[config.mk]
export PLATFORM = sky130hd
export DESIGN_NAME = micro_tile_sched
export DESIGN_NICKNAME = d
export VERILOG_FILES = /design/src/rtl/micro_tile_sched_pkg.sv /design/src/rtl/micro_tile_outmux.sv /design/src/rtl/micro_tile_sched.sv
export SDC_FILE = /design/constraint.sdc
export NUM_CORES = 1
export LEC_CHECK = 0
export CELL_PAD_IN_SITES_DETAIL_PLACEMENT = 1
export CELL_PAD_IN_SITES_GLOBAL_PLACEMENT = 1
export CORE_MARGIN = 1.5
export CORE_UTILIZATION = 30
export CTS_CLUSTER_DIAMETER = 100
export DETAILED_ROUTE_END_ITERATION = 6
export GPL_ROUTABILITY_DRIVEN = 0
export PLACE_DENSITY_LB_ADDON = 0.1
export SLEW_MARGIN = 20
export SYNTH_ARGS = -nofsm -noshare
export SYNTH_HDL_FRONTEND = slang
export SYNTH_SLANG_ARGS = --single-unit
[constraint.sdc]
create_clock -name clk -period 2.9 [get_ports clk]
set_clock_uncertainty 0.05 [all_clocks]
set_input_delay 0.58 -clock clk [delete_from_list [all_inputs] [get_ports clk]]
set_output_delay 0.58 -clock clk [all_outputs]
set_load 0.02 [all_outputs]
[src/rtl/micro_tile_sched_pkg.sv]
// Shared types and default sizing for the micro-tile scheduler.
// Imported by the FSM top and the output mux.
package micro_tile_sched_pkg;

  typedef enum logic [1:0] {
    S_IDLE,
    S_RESET,
    S_SETTLE,
    S_RUN
  } state_e;

  localparam int DEF_N_TILES       = 6;
  localparam int DEF_SEL_W         = 3;
  localparam int DEF_RST_CYCLES    = 4;
  localparam int DEF_SETTLE_CYCLES = 2;
  localparam int TILE_W            = 8;

endpackage

[src/rtl/micro_tile_outmux.sv]
// Registered N-to-1 byte mux for the shared output pads.
// Deasserting i_en forces the registered byte to zero.
module micro_tile_outmux
  import micro_tile_sched_pkg::*;
#(
  parameter int N_TILES = DEF_N_TILES,
  parameter int SEL_W   = DEF_SEL_W
) (
  input  logic                      clk,
  input  logic                      rst_n,
  input  logic                      i_en,
  input  logic [SEL_W-1:0]          i_sel,
  input  logic [TILE_W*N_TILES-1:0] i_tile_uo,
  output logic [TILE_W-1:0]         o_uo
);

  logic [TILE_W-1:0] w_byte;
  logic [TILE_W-1:0] r_uo;

  always_comb begin
    w_byte = '0;
    for (int i = 0; i < N_TILES; i++) begin
      if (i_sel == SEL_W'(i)) begin
        w_byte = i_tile_uo[i*TILE_W +: TILE_W];
      end
    end
  end

  always_ff @(posedge clk or negedge rst_n) begin
    if (!rst_n) begin
      r_uo <= '0;
    end else begin
      r_uo <= i_en ? w_byte : '0;
    end
  end

  assign o_uo = r_uo;

endmodule

[src/rtl/micro_tile_sched.sv]
// Shares one output byte among micro tiles: holds all but the
// selected tile in reset and sequences it through reset/settle.
module micro_tile_sched
  import micro_tile_sched_pkg::*;
#(
  parameter int N_TILES       = DEF_N_TILES,
  parameter int SEL_W         = DEF_SEL_W,
  parameter int RST_CYCLES    = DEF_RST_CYCLES,
  parameter int SETTLE_CYCLES = DEF_SETTLE_CYCLES
) (
  input  logic                      clk,
  input  logic                      rst_n,
  input  logic                      req_valid,
  input  logic [SEL_W-1:0]          req_tile,
  output logic                      req_ready,
  input  logic [TILE_W*N_TILES-1:0] tile_uo,
  output logic [N_TILES-1:0]        tile_rst_n,
  output logic [TILE_W-1:0]         uo_out,
  output logic [SEL_W-1:0]          active_tile,
  output logic                      active_valid,
  output logic                      busy,
  output logic                      err
);

  localparam int CNT_MAX =
    (RST_CYCLES > SETTLE_CYCLES) ? RST_CYCLES : SETTLE_CYCLES;
  localparam int CNT_W = (CNT_MAX > 1) ? $clog2(CNT_MAX) : 1;
  localparam logic [CNT_W-1:0] RST_LOAD = CNT_W'(RST_CYCLES - 1);
  localparam logic [CNT_W-1:0] SET_LOAD = CNT_W'(SETTLE_CYCLES - 1);
  localparam logic [SEL_W:0]   N_LIM    = (SEL_W+1)'(N_TILES);

  state_e             r_state;
  state_e             w_state_nxt;
  logic [CNT_W-1:0]   r_cnt;
  logic [CNT_W-1:0]   w_cnt_nxt;
  logic [SEL_W-1:0]   r_active_tile;
  logic [SEL_W-1:0]   w_active_nxt;
  logic [N_TILES-1:0] r_tile_rst_n;
  logic [N_TILES-1:0] w_tile_rst_nxt;
  logic [N_TILES-1:0] w_onehot;
  logic               r_err;
  logic               w_err_nxt;
  logic               w_accept;
  logic               w_in_range;
  logic               w_uo_en;

  assign req_ready  = (r_state == S_IDLE) || (r_state == S_RUN);
  assign w_accept   = req_valid && req_ready;
  assign w_in_range = {1'b0, req_tile} < N_LIM;
  assign w_onehot   = N_TILES'(1) << r_active_tile;

  always_comb begin
    w_state_nxt    = r_state;
    w_cnt_nxt      = r_cnt;
    w_active_nxt   = r_active_tile;
    w_tile_rst_nxt = r_tile_rst_n;
    w_err_nxt      = 1'b0;
    w_uo_en        = 1'b0;
    unique case (r_state)
      S_IDLE: begin
        w_tile_rst_nxt = '0;
        if (w_accept) begin
          if (w_in_range) begin
            w_active_nxt = req_tile;
            w_cnt_nxt    = RST_LOAD;
            w_state_nxt  = S_RESET;
          end else begin
            w_err_nxt = 1'b1;
          end
        end
      end
      S_RESET: begin
        w_tile_rst_nxt = '0;
        if (r_cnt == '0) begin
          w_tile_rst_nxt = w_onehot;
          w_cnt_nxt      = SET_LOAD;
          w_state_nxt    = S_SETTLE;
        end else begin
          w_cnt_nxt = r_cnt - CNT_W'(1);
        end
      end
      S_SETTLE: begin
        if (r_cnt == '0) begin
          w_state_nxt = S_RUN;
        end else begin
          w_cnt_nxt = r_cnt - CNT_W'(1);
        end
      end
      S_RUN: begin
        w_uo_en = 1'b1;
        if (w_accept) begin
          // Any new request, even for the same tile, restarts cleanly.
          w_uo_en        = 1'b0;
          w_tile_rst_nxt = '0;
          if (w_in_range) begin
            w_active_nxt = req_tile;
            w_cnt_nxt    = RST_LOAD;
            w_state_nxt  = S_RESET;
          end else begin
            w_err_nxt   = 1'b1;
            w_state_nxt = S_IDLE;
          end
        end
      end
      default: begin
        w_tile_rst_nxt = '0;
        w_state_nxt    = S_IDLE;
      end
    endcase
  end

  always_ff @(posedge clk or negedge rst_n) begin
    if (!rst_n) begin
      r_state       <= S_IDLE;
      r_cnt         <= '0;
      r_active_tile <= '0;
      r_tile_rst_n  <= '0;
      r_err         <= 1'b0;
    end else begin
      r_state       <= w_state_nxt;
      r_cnt         <= w_cnt_nxt;
      r_active_tile <= w_active_nxt;
      r_tile_rst_n  <= w_tile_rst_nxt;
      r_err         <= w_err_nxt;
    end
  end

  micro_tile_outmux #(
    .N_TILES (N_TILES),
    .SEL_W   (SEL_W)
  ) u_outmux (
    .clk       (clk),
    .rst_n     (rst_n),
    .i_en      (w_uo_en),
    .i_sel     (r_active_tile),
    .i_tile_uo (tile_uo),
    .o_uo      (uo_out)
  );

  assign tile_rst_n   = r_tile_rst_n;
  assign active_tile  = r_active_tile;
  assign active_valid = (r_state == S_RUN);
  assign busy         = (r_state == S_RESET) || (r_state == S_SETTLE);
  assign err          = r_err;

endmodule

==> reports/results.txt, run 1 <==
status -> finished clean
PortBufs -> 74
Setup crit start kind -> flop
RSZ-0062 raised after global routing -> no
routed len/inst -> 16.40 µm
grt total ovfl -> 0
initial antenna violation count -> 0
global-route wire length before repair -> 7003 µm
max_cap viols -> 0
Area Growth Syn to Fin -> 61.08%
Max-slew headroom -> 43.13%
CTS tree -> done
DP HPWL -> 3360 µm
DRT Wirelength -> 4281 µm
Max VDD drop -> 0.5108 mV
Setup Fix Bufs, Post-CTS -> 0
pwr dens -> 851.8 nW/µm²
Mapped Area -> 1366 µm²
I/O pin cnt -> 75
layout cells sized above 1 -> 13.88%
Critical Path Max Stage Delay -> 0.60 ns
#FFs+latches synth -> 22
sequential cell area fraction in the yosys report -> 40.29%
initial core utilization -> 31.38%
GRT Total Usage -> 17.84%
largest net degree at the start of global routing -> 29
clock buffer depth -> 2
Final setup viols -> 0
Post-DP Area -> 2146 µm²
Main synth FF type -> dfrtp_1
full die area -> 4968 µm²
post-cts gate resize count -> 0
Finished Layout Cells -> 261
clk sink count -> 22
worst-path fanout max -> 8
root buf cell -> clkbuf_8
Cell variety after synth -> 30
worst path required time -> 2.27 ns
FMAX -> 384.8 MHz
vias in the first global route -> 1408
CTS buffer count -> 3
crit-path cells -> inv_1 > ha_1 > clkinv_1 > clkdlybuf4s50_1
Final ANT Viol Nets -> 0
row cnt -> 24
crit path kind -> flop to primary output
most common cell after layout, fill and taps aside -> clkdlybuf4s50_1
total vias in the final route -> 1333
1st-pass router iterations -> 4
max-slew violation count -> 0
post-route cell area -> 2201 µm²
Final Hold Fails -> 0
number of synthesized flops with an enable pin -> 0
Static Leak -> 0.8937 nW
CP endpoint kind -> primary output
HP Class -> flop to flop
worst-margin pin slew -> 0.8512 ns
Final min period -> 2.599 ns
ant diodes -> 0
syn nets -> 196
Clk Latency, worst-skew pair -> 0.26 ns
pre-CTS setup slack -> 0.5992 ns
DIE HEIGHT -> 70.49 µm
Core ar. -> 4354 µm²
Layout Nets -> 271
DRC viols -> 0
Ys Warns -> 0
slowest CP cell -> clkdlybuf4s50_1
Avg Inst Size Synth -> 10.12 µm²
Final Cycle Share -> 89.61%
fillers -> 477
highest-count cells in the layout ignoring fill and taps -> clkdlybuf4s50_1, dfrtp_1, mux2_2, o21ai_0, a21oi_1
number of DRC markers in iteration 0 -> 48
dpl cells -> 257
CTS Hold Bufs -> 0
asr flop ratio synth -> 100.0%
Worst EP arrival -> 1.97 ns
clock-pin slew on the worst setup and hold paths -> 0.09 ns
H-tree Lvls -> 1
Final WS setup -> 0.3013 ns
setup TNS -> 0 ns
die width -> 70.49 µm
DR vias/cell -> 5.107
Cells after Synth -> 135
[path summary, 6_finish.rpt]
path	start	end	slack, ns	cells past startpoint
max in group asynchronous	rst_n	tile_rst_n[0]	1.95	2
worst min-delay path	tile_rst_n[5]	tile_rst_n[5]	0.43	2
worst min register to register	tile_rst_n[5]	tile_rst_n[5]	0.43	2
min in group asynchronous	rst_n	tile_rst_n[3]	0.61	2
worst max-delay path	r_state[0]	req_ready	0.30	4
worst max register to register	r_state[0]	r_cnt[1]	0.99	6
[Yosys cell counts, types with 2 or more instances]
master	number	area share, %
dfrtp_1	22	40
mux2_2	17	14
o21ai_0	17	6.2
a21oi_1	10	3.7
nor2_1	8	2.2
a22oi_1	7	3.8
ha_1	7	6.4
nand2_1	7	1.9
inv_1	4	1.1
nor2b_1	4	1.8
a22o_2	3	2.2
a31oi_1	3	1.4
buf_2	3	1.1
o22a_1	3	1.9
a22o_1	2	1.3
buf_6	2	1.6
mux2i_1	2	1.5
nand3_1	2	0.73
[cells by family (layout without fill, tap and decap cells)]
group / Yosys count / in the layout / share of synthesized area, %
compound gates: 50 / 50 / 23.63
fa+ha+maj: 7 / 7 / 6.410
buf+inv: 12 / 86 / 4.944
flops: 22 / 22 / 40.29
mux: 19 / 19 / 15.48
simple gates: 25 / 25 / 9.250
[power breakdown]
| group | internal (mW) | total, mW | switching, mW | leakage (nW) |
|---|---|---|---|---|
| Sequential | 0.392 | 0.463 | 0.0714 | 0.289 |
| Combinational | 0.549 | 1.19 | 0.641 | 0.576 |
| Clock | 0.121 | 0.222 | 0.101 | 0.0288 |
| Total | 1.06 | 1.87 | 0.813 | 0.894 |
[layer usage]
metal,part of all wire [%],up-vias,GRT usage (%)
li1,-,644,-
met1,42,649,22.48
met2,52,38,31.97
met3,5.1,2,3.175
met4,0.42,0,3.205
met5,0,-,0
[flip-flops by register name (all words and copies together), names as in the netlist]
register / cells
active_tile: 3
u_outmux.o_uo: 8
r_state: 2
r_cnt: 2
tile_rst_n: 6
err: 1
[cell type report]
type,instances,area [µm²],area share (%)
Clock buffer,4,55.05,2.501
Inverter,5,18.77,0.8528
Multi-Input combinational cell,101,748.2,34.00
Sequential cell,22,550.5,25.01
Tap cell,52,65.06,2.956
Timing Repair Buffer,77,763.2,34.68
[stage by stage]
step                      hold slack (ns)  utilization, %  total power, mW
final                              0.4323           50.55            1.875
after global placement             0.4247           49.28            1.616
after global routing               0.4943           50.55            2.030
after detailed placement           0.4227           49.28            1.670
after floorplan                    0.2344               -            1.262
after CTS                          0.4429           50.55            1.902
[worst max-delay path, delay by kind of cell (launching register included)]
family,cells,cell delay (ns)
buffers and inverters,3,0.90
flip-flops,1,0.47
adder cells (fa/ha/maj),1,0.34
Power figures use the tool's default switching activity.
==> inputs of run 2 (changes only) <==
--- a/config.mk
+++ b/config.mk
@@ -9,6 +9,7 @@
 export CELL_PAD_IN_SITES_GLOBAL_PLACEMENT = 1
 export CORE_MARGIN = 1.5
 export CORE_UTILIZATION = 30
+export CTS_BUF_LIST = sky130_fd_sc_hd__clkbuf_8 sky130_fd_sc_hd__clkbuf_16
 export CTS_CLUSTER_DIAMETER = 100
 export DETAILED_ROUTE_END_ITERATION = 6
 export GPL_ROUTABILITY_DRIVEN = 0
==> results of run 2 <==
The final DEF is identical to that of run 1; final timing and power are the same.
==> inputs of run 3 (changes only) <==
--- a/config.mk
+++ b/config.mk
@@ -14,6 +14,7 @@
 export DETAILED_ROUTE_END_ITERATION = 6
 export GPL_ROUTABILITY_DRIVEN = 0
 export PLACE_DENSITY_LB_ADDON = 0.1
+export SETUP_SLACK_MARGIN = 0.02
 export SLEW_MARGIN = 20
 export SYNTH_ARGS = -nofsm -noshare
 export SYNTH_HDL_FRONTEND = slang
==> results of run 3 <==
The final DEF is identical to that of run 1; final timing and power are the same.
